==> src/rtl/onehot_event_encoder_pkg.sv <==
// Shared types and constants for the one-hot event encoder.
// Mode constants and a one-hot to binary helper.
package enc_pkg;

    localparam int N_DEF = 8;
    localparam int W_DEF = $clog2(N_DEF);

    localparam bit ARB_FIXED = 1'b0;
    localparam bit ARB_RR    = 1'b1;

    function automatic logic [W_DEF-1:0] onehot_to_bin(
        input logic [N_DEF-1:0] oh
    );
        logic [W_DEF-1:0] b;
        b = '0;
        for (int i = 0; i < N_DEF; i++) begin
            if (oh[i]) b = b | W_DEF'(i);
        end
        return b;
    endfunction

endpackage

==> src/rtl/onehot_event_encoder_if.sv <==
// Request lines, code stream handshake and status of the encoder.
// master = encoder side, slave = source/consumer side.
interface onehot_event_encoder_if #(
    parameter int N = 8,
    parameter int W = $clog2(N)
) ();
    logic [N-1:0] req;
    logic [W-1:0] code;
    logic         valid;
    logic         ready;
    logic [N-1:0] pending;
    logic         overrun;
    logic         busy;

    modport master (
        input  req, ready,
        output code, valid, pending, overrun, busy
    );

    modport slave (
        output req, ready,
        input  code, valid, pending, overrun, busy
    );
endinterface

==> src/rtl/onehot_event_encoder_arb.sv <==
// Combinational arbiter: round-robin after a pointer, or
// fixed priority with the highest index winning.
module rr_arbiter #(
    parameter int N = 8,
    parameter int W = $clog2(N)
) (
    input  logic [N-1:0] pend_i,
    input  logic [W-1:0] ptr_i,
    input  logic         rr_i,
    output logic [W-1:0] grant_o,
    output logic         any_o
);
    logic [W-1:0] idx;
    logic         found;

    always_comb begin
        grant_o = '0;
        any_o   = |pend_i;
        idx     = '0;
        found   = 1'b0;
        if (rr_i) begin
            // search starts just after the last winner and wraps
            for (int k = 1; k <= N; k++) begin
                idx = W'((int'(ptr_i) + k) % N);
                if (!found && pend_i[idx]) begin
                    grant_o = idx;
                    found   = 1'b1;
                end
            end
        end else begin
            for (int i = 0; i < N; i++) begin
                if (pend_i[i]) grant_o = W'(i);
            end
        end
    end
endmodule

==> src/rtl/onehot_event_encoder.sv <==
// Latches one-hot events as pending and streams their binary
// indices one at a time over a valid/ready port.
module onehot_event_encoder
    import enc_pkg::*;
#(
    parameter int N  = N_DEF,
    parameter int W  = $clog2(N),
    parameter bit RR = ARB_RR
) (
    input  logic                   clk,
    input  logic                   rst,
    onehot_event_encoder_if.master bus
);
    logic [N-1:0] pend_q, pend_d;
    logic [W-1:0] code_q, code_d;
    logic [W-1:0] ptr_q, ptr_d;
    logic         valid_q, valid_d;
    logic         ovr_q, ovr_d;
    logic [W-1:0] grant;
    logic         any;
    logic         load;
    logic         take;

    rr_arbiter #(.N(N), .W(W)) u_arb (
        .pend_i  (pend_q),
        .ptr_i   (ptr_q),
        .rr_i    (RR),
        .grant_o (grant),
        .any_o   (any)
    );

    assign load = !valid_q || bus.ready;
    assign take = load && any;

    always_comb begin
        pend_d  = '0;
        ovr_d   = 1'b0;
        code_d  = code_q;
        valid_d = valid_q;
        ptr_d   = ptr_q;
        // a request on the line being granted re-arms it cleanly
        for (int i = 0; i < N; i++) begin
            pend_d[i] = (pend_q[i] && !(take && grant == W'(i)))
                      || bus.req[i];
            if (bus.req[i] && pend_q[i]
                && !(take && grant == W'(i)))
                ovr_d = 1'b1;
        end
        if (load) begin
            valid_d = any;
            if (any) begin
                code_d = grant;
                if (RR) ptr_d = grant;
            end
        end
    end

    always_ff @(posedge clk) begin
        if (rst) begin
            pend_q  <= '0;
            code_q  <= '0;
            valid_q <= 1'b0;
            ovr_q   <= 1'b0;
            ptr_q   <= W'(N - 1);
        end else begin
            pend_q  <= pend_d;
            code_q  <= code_d;
            valid_q <= valid_d;
            ovr_q   <= ovr_d;
            ptr_q   <= ptr_d;
        end
    end

    assign bus.code    = code_q;
    assign bus.valid   = valid_q;
    assign bus.pending = pend_q;
    assign bus.overrun = ovr_q;
    assign bus.busy    = |pend_q || valid_q;
endmodule

==> src/flat_wrapper.sv <==
// flat-port wrapper written by rule: the top's interface ports become plain ports
module onehot_event_encoder_flat import enc_pkg::*;
#(
    parameter int N  = N_DEF,
    parameter int W  = $clog2(N),
    parameter bit RR = ARB_RR
)
  (clk, rst, bus_req, bus_ready, bus_code, bus_valid, bus_pending, bus_overrun, bus_busy);
  onehot_event_encoder_if #(.N(N), .W(W)) bus_i ();
  input  logic clk;
  input  logic rst;
  input wire logic [$bits(bus_i.req)-1:0] bus_req;
  input wire logic [$bits(bus_i.ready)-1:0] bus_ready;
  output wire logic [$bits(bus_i.code)-1:0] bus_code;
  output wire logic [$bits(bus_i.valid)-1:0] bus_valid;
  output wire logic [$bits(bus_i.pending)-1:0] bus_pending;
  output wire logic [$bits(bus_i.overrun)-1:0] bus_overrun;
  output wire logic [$bits(bus_i.busy)-1:0] bus_busy;
  assign bus_i.req = bus_req;
  assign bus_i.ready = bus_ready;
  assign bus_code = bus_i.code;
  assign bus_valid = bus_i.valid;
  assign bus_pending = bus_i.pending;
  assign bus_overrun = bus_i.overrun;
  assign bus_busy = bus_i.busy;
  onehot_event_encoder #(.N(N), .W(W), .RR(RR)) u_core (.clk(clk), .rst(rst), .bus(bus_i));
endmodule
==> config.mk <==
export PLATFORM = sky130hd
export DESIGN_NAME = onehot_event_encoder_flat
export DESIGN_NICKNAME = d
export VERILOG_FILES = /design/src/rtl/onehot_event_encoder_pkg.sv /design/src/rtl/onehot_event_encoder_if.sv /design/src/rtl/onehot_event_encoder_arb.sv /design/src/rtl/onehot_event_encoder.sv /design/src/flat_wrapper.sv
export SDC_FILE = /design/constraint.sdc
export NUM_CORES = 1
export LEC_CHECK = 0
export CAP_MARGIN = 20
export CELL_PAD_IN_SITES_DETAIL_PLACEMENT = 0
export CELL_PAD_IN_SITES_GLOBAL_PLACEMENT = 1
export CORE_ASPECT_RATIO = 1.75
export CORE_MARGIN = 8
export CORE_UTILIZATION = 42
export DETAILED_ROUTE_END_ITERATION = 7
export GPL_TIMING_DRIVEN = 0
export PLACE_DENSITY = 0.89
export SLEW_MARGIN = 15
export SYNTH_ARGS = -nofsm -noshare
export SYNTH_HDL_FRONTEND = slang
export SYNTH_SLANG_ARGS = --single-unit
==> constraint.sdc <==
create_clock -name clk -period 4.9 [get_ports clk]
set_clock_uncertainty 0.15 [all_clocks]
set_input_delay 1.47 -clock clk [delete_from_list [all_inputs] [get_ports clk]]
set_output_delay 1.47 -clock clk [all_outputs]
set_load 0.01 [all_outputs]
==> out/qor.csv, run 1 <==
stage,metric,value,unit
sta,finalCritPeriodShare,0.896,
yosys,yosysSeqAreaShare,0.170,
final_layout,antenna_cells,0,
setup_path,crit_chain,buf_2 -> buf_2 -> inv_1 -> ha_1 -> buf_6 -> mux2_2 -> mux4_2 -> o32ai_4 -> nand2_1 -> nor4b_2 -> o21bai_2 -> nor3b_4 -> nand2_1 -> a31oi_1 -> a41oi_1,
cts,cts_setup_buffers,0,
setup_path,slowest_delay,0.52,ns
yosys,synth_area,1880,um2
outcome,status,"finished, final reports clean",
final_layout,finalNonFillerCells,289,
route,drc,0,
floorplanning,pin_count,25,
global_route,antenna_found_initial,0,
setup_path,crit_required,4.87,ns
global_route,grt_pass1_wl,8.99,mm
sta,whs,0.312,ns
floorplanning,start_util,0.431,
yosys,yosysTopAreaCell,dfxtp_1,
sta,rsz0062_at_grt,no,
placement,io_buffer_count,24,
cts,clk_pin_slew,0.06,ns
sta,hold_viol_final,0,
global_route,track_usage,0.160,
placement,gp_congestion,0.959,
yosys,netlist_top_cells_count,"nand2_1 (23), a21oi_1 (19), dfxtp_1 (16)",
global_route,grt_pass1_vias,1918,
yosys,synth_most_common_cell,nand2_1,
floorplanning,rows,32,
floorplanning,die-area,6960,um2
run,max_cap_violations,0,
sta,slew_headroom,0.610,
route,avgRoutedWirePerCell,18.9,um
setup_path,path_delay_family,compound AO/OA/AOI/OAI gates,
sta,fin_tns_setup,0,ns
floorplanning,die_x,66.6,um
final_layout,fin_nets,253,
route,vias,1804,
yosys,ys_top_cells_by_area,"dfxtp_1 (17%), mux4_2 (14%), mux2i_1 (5.9%)",
sta,period_minus_slack,4.39,ns
pwr,leakage,0.853,nW
sta,setup_viol,0,
pwr,finalPower,0.00189,W
route,dr.first_iter.drc_count,54,
cts,cts_buffers,3,
hold_path,hp-class,flop to flop,
yosys,synth_cell_types,58,
placement,dpl.hpwl,4.36,mm
pwr,peakVddDrop,0.000634,V
route,drtAntennaViolNets,0,
setup_path,worst-path-stages,15,
route,vias_per_cell,6.24,
yosys,postSynthAreaPerCell,8.92,um2
cts,cts-resized-gates,0,
setup_path,crit_path_end_kind,flop,
cts,cts.sinks,16,
cts,clockBufferDepth,2,
placement,dp_cells,286,
setup_path,crit_buf_inv,4,
cts,cts_root_buffer,clkbuf_8,
cts,clock_latency,0.25,ns
setup_path,crit_slowest_cell,mux4_2,
floorplanning,die_h,105,um
yosys,syn-num-nets,224,
cts,postCtsHoldBufs,0,
sta,fmax,228,MHz
yosys,synth_edf_count,0,
yosys,async_reset_ff_frac,0,
final_layout,area_growth,18.4,%
sta,worst_slew_pin_slew,0.584,ns
yosys,synth_cells,211,
setup_path,start_kind,flop,
final_layout,drive_gt1_frac,0.218,
global_route,grt_start_max_net_pins,11,
pwr,p_per_area,847,nW/um2
cts,htreeDepth,1,
floorplanning,core_area,4360,um2
yosys,ys.flop_type,dfxtp_1,
global_route,grt-ovfl-total,0,
setup_path,worst-setup-path-type,flop to flop,
route,firstDrtPassIters,4,
yosys,yosysWarnings,0,
yosys,synth_seq_cells,16,
route,drt_wl_total,5.46,mm
sta,slew_violations,0,
setup_path,arrival,4.37,ns
yosys,synth_top_area_share,0.170,
hold_path,min_path_cells,2,
cts,cts_tree,yes,
setup_path,reg2reg_depth,15,
setup_path,crit_path_max_fanout,10,
## power breakdown
group / total [W] / leakage [nW] / switching [W] / internal [W]
combinational: 0.00160 / 0.698 / 0.000893 / 0.000702
sequential: 0.000191 / 0.134 / 0.0000239 / 0.000167
clock: 0.000100 / 0.0216 / 0.0000458 / 0.0000546
## final timing paths
path	from	to	slack [ns]
setup / recovery	u_core.ptr_q[1]	u_core.bus.overrun	0.51
hold / removal	u_core.bus.code[0]	u_core.bus.code[0]	0.31
setup reg to reg	u_core.ptr_q[1]	u_core.bus.overrun	0.51
hold reg to reg	u_core.bus.code[0]	u_core.bus.code[0]	0.31
## layout by cell type (no fill, tap or decap), drive strengths merged, types with 9 or more instances in the layout
cell type / synthesis / routed
mux2i: 11 / 11
dfxtp: 16 / 16
mux2: 9 / 9
nor2: 14 / 14
and2: 9 / 9
clkbuf: 10 / 13
nand2: 23 / 23
buf: 9 / 9
a21oi: 20 / 20
mux4: 12 / 12
clkdlybuf4s50: 0 / 24
## per-layer routing
metal  GRT usage  part of all wire  vias up
li1            -                 -      848
met1       0.146              0.34      849
met2       0.303              0.56       84
met3      0.0225             0.047       23
met4       0.103             0.051        0
met5           0                 0        -
## kinds of logic (layout without fill, tap and decap cells)
family | count (synthesis) | count (layout) | share of synthesized area
adder cells (fa/ha/maj) | 2 | 2 | 0.0133
multiplexers | 32 | 32 | 0.258
AND/OR/NAND/NOR | 77 | 77 | 0.237
buffers and inverters | 23 | 50 | 0.0598
XOR/XNOR | 4 | 4 | 0.0266
flip-flops | 16 | 16 | 0.170
AO/OA/AOI/OAI | 57 | 57 | 0.235
## sequential cells by signal, indices dropped and copies added, names as in the netlist
signal / count
u_core.bus.valid: 1
u_core.bus.pending: 8
u_core.bus.overrun: 1
u_core.bus.code: 3
u_core.ptr_q: 3
## per-stage QoR
step           utilization  area, um2  worst slack [ns]
2_1_floorplan            -       1880              1.13
3_3_place_gp         0.501       2190             0.539
3_5_place_dp         0.501       2190             0.520
4_1_cts              0.510       2230             0.493
5_1_grt              0.510       2230             0.184
6_report             0.510       2230             0.509
## worst register-to-register path, delay by kind of cell (launching register included)
family          cells  cell delay (ns)
compound gates      4             0.99
mux                 2             0.88
simple gates        4             0.82
buf+inv             4             0.80
flops               1             0.33
fa+ha+maj           1             0.30
## final cells by class
cell class	instances	area [um2]
fill	432	2140
multi-input combinational	172	1450
sequential	16	320
timing repair buffer	24	240
buffer	19	97.6
tap	51	63.8
clock buffer	3	41.3
inverter	4	15.0
No activity file was read; power rests on OpenSTA's default activity.
==> run 2: changes to the inputs <==
--- a/config.mk
+++ b/config.mk
@@ -14,7 +14,7 @@
 export DETAILED_ROUTE_END_ITERATION = 7
 export GPL_TIMING_DRIVEN = 0
 export PLACE_DENSITY = 0.89
-export SLEW_MARGIN = 15
+export SLEW_MARGIN = 5
 export SYNTH_ARGS = -nofsm -noshare
 export SYNTH_HDL_FRONTEND = slang
 export SYNTH_SLANG_ARGS = --single-unit
==> results of run 2 <==
No change in the layout: final DEF, timing and power equal those of run 1.
==> run 3: changes to the inputs <==
--- a/config.mk
+++ b/config.mk
@@ -9,10 +9,9 @@
 export CELL_PAD_IN_SITES_DETAIL_PLACEMENT = 0
 export CELL_PAD_IN_SITES_GLOBAL_PLACEMENT = 1
 export CORE_ASPECT_RATIO = 1.75
-export CORE_MARGIN = 8
+export CORE_MARGIN = 2
 export CORE_UTILIZATION = 42
 export DETAILED_ROUTE_END_ITERATION = 7
-export GPL_TIMING_DRIVEN = 0
 export PLACE_DENSITY = 0.89
 export SLEW_MARGIN = 5
 export SYNTH_ARGS = -nofsm -noshare
==> out/qor.csv, run 3 (synthesis gave the netlist of run 1 again) <==
stage,metric,value,unit
outcome,status,"finished, final reports clean",
cts,cts_root_buffer,clkbuf_8,
floorplanning,die_h,92.6,um
sta,slew_headroom,0.569,
final_layout,stdcell_area,2170,um2
cts,cts.sinks,16,
final_layout,mostFrequentLayoutCells,"clkdlybuf4s50_1 (24), nand2_1 (23), a21oi_1 (19)",
setup_path,slowest_delay,0.47,ns
placement,dp_worst_setup_slack,0.749,ns
final_layout,drive_gt1_frac,0.211,
route,top_layer_used,met4,
setup_path,crit_required,4.86,ns
setup_path,startpoint,u_core.ptr_q[0],
setup_path,reg2reg_depth,12,
setup_path,endpoint,u_core.bus.overrun,
final_layout,area_growth,15.1,%
hold_path,min_path_cells,2,
hold_path,hp-class,flop to flop,
final_layout,largest_reg_flops,8,
route,drt_wl_total,5.39,mm
sta,finalCritPeriodShare,0.860,
cts,cts_setup_buffers,0,
final_layout,layout_commonest_cell,clkdlybuf4s50_1,
final_layout,fin_nets,237,
global_route,grt_pass1_wl,8.58,mm
sta,slew_violations,0,
setup_path,reg2reg_slack,0.69,ns
route,met1Wirelength,1.86,mm
sta,worst_slew_pin_slew,0.642,ns
sta,fmax,237,MHz
floorplanning,die_x,54.6,um
setup_path,crit_path_max_fanout,22,
floorplanning,core_area,4360,um2
pwr,p_per_area,855,nW/um2
route,drtAntennaViolNets,0,
route,routed-wl-met3,195,um
pwr,pwr-share-clk,0.065,
placement,gp_congestion,0.902,
global_route,grt-ovfl-total,0,
setup_path,path_delay_family,compound AO/OA/AOI/OAI gates,
pwr,internal_power,0.000903,W
cts,cts_tree,yes,
route,vias_per_cell,6.38,
sta,fin_tns_setup,0,ns
cts,postCtsHoldBufs,0,
run,max_cap_violations,0,
final_layout,antenna_cells,0,
setup_path,worst-setup-path-type,flop to flop,
pwr,leakage,0.826,nW
global_route,track_usage,0.234,
placement,dpl.hpwl,4.12,mm
cts,clock_latency,0.25,ns
cts,htreeDepth,1,
sta,setup_viol,0,
floorplanning,die-area,5050,um2
cts,cts-resized-gates,0,
floorplanning,start_util,0.431,
pwr,power.switching,0.000949,W
pwr,peakVddDrop,0.000449,V
sta,rsz0062_at_grt,no,
setup_path,crit_chain,buf_4 -> ha_1 -> xor2_1 -> mux2_2 -> a221oi_4 -> nor2_1 -> a32o_1 -> a311oi_1 -> o21a_1 -> a21oi_1 -> a31oi_1 -> a41oi_1,
cts,clk_pin_slew,0.07,ns
sta,hold_viol_final,0,
cts,cts_buffers,3,
global_route,antenna_found_initial,0,
setup_path,crit_buf_inv,1,
global_route,grt_pass1_vias,1759,
route,dr.first_iter.drc_count,53,
sta,period_minus_slack,4.21,ns
placement,io_buffer_count,24,
setup_path,worst-path-stages,12,
route,drc,0,
final_layout,utilization,0.496,
pwr,switching_share,0.513,
setup_path,start_kind,flop,
setup_path,worstReg2RegEnd,u_core.bus.overrun,
route,avgRoutedWirePerCell,19.7,um
floorplanning,pin_count,25,
sta,whs,0.331,ns
global_route,grt_start_max_net_pins,23,
setup_path,crit_path_end_kind,flop,
pwr,seqPwrFrac,0.126,
sta,post-route-worst-setup-slack,0.685,ns
route,wl_met2,3.00,mm
placement,place_area,2110,um2
route,firstDrtPassIters,4,
route,vias,1749,
setup_path,crit_slowest_cell,a221oi_4,
setup_path,arrival,4.17,ns
cts,clockBufferDepth,2,
setup_path,r2r_start,u_core.ptr_q[0],
pwr,pwr-share-comb,0.810,
floorplanning,rows,32,
[run 3: cell count changes in the layout (fill, tap and decap cells not counted)]
cell	before	now
buf_4	1	3
clkbuf_8	3	4
buf_6	2	0
clkbuf_1	10	0
buf_2	6	0
[run 3: worst min path at each step]
stage                             from                  to  slack (ns)
global placement    u_core.bus.code[0]  u_core.bus.code[0]        0.30
floorplan           u_core.bus.code[0]  u_core.bus.code[0]        0.33
finish              u_core.bus.code[0]  u_core.bus.code[0]        0.33
detailed placement  u_core.bus.code[0]  u_core.bus.code[0]        0.32
CTS                 u_core.bus.code[0]  u_core.bus.code[0]        0.33
global route        u_core.bus.code[0]  u_core.bus.code[0]        0.35
[run 3: worst register-to-register path: stages (launching register included)]
cell,delay [ns]
dfxtp_1,0.34
buf_4,0.32
ha_1,0.33
xor2_1,0.44
mux2_2,0.42
a221oi_4,0.47
nor2_1,0.15
a32o_1,0.29
a311oi_1,0.30
o21a_1,0.41
a21oi_1,0.12
a31oi_1,0.19
a41oi_1,0.14
[run 3: cell type report]
type / instances / area [um2]
Fill cell: 430 / 2200
Multi-Input combinational cell: 172 / 1450
Clock buffer: 4 / 55.1
Inverter: 4 / 15.0
Sequential cell: 16 / 320
Tap cell: 51 / 63.8
Timing Repair Buffer: 27 / 263
[run 3: routing by layer]
| layer | track usage | up-vias |
|---|---|---|
| met1 | 0.234 | 859 |
| met3 | 0.0161 | 24 |
| met4 | 0.142 | 0 |
| li1 | - | 820 |
| met5 | 0 | - |
| met2 | 0.430 | 46 |
[run 3: stage by stage]
stage	cells	total power, W
2_1_floorplan	211	0.00143
3_3_place_gp	270	0.00170
3_5_place_dp	270	0.00172
4_1_cts	274	0.00184
5_1_grt	274	0.00197
6_report	274	0.00185
[run 3: power by group through the flow]
stage / sequential [W] / combinational [W] / clock, W
after floorplan: 0.000200 / 0.00123 / 0
after detailed placement: 0.000234 / 0.00148 / 0
after global placement: 0.000232 / 0.00147 / 0
final: 0.000233 / 0.00150 / 0.000120
after CTS: 0.000231 / 0.00149 / 0.000119
after global routing: 0.000237 / 0.00161 / 0.000125
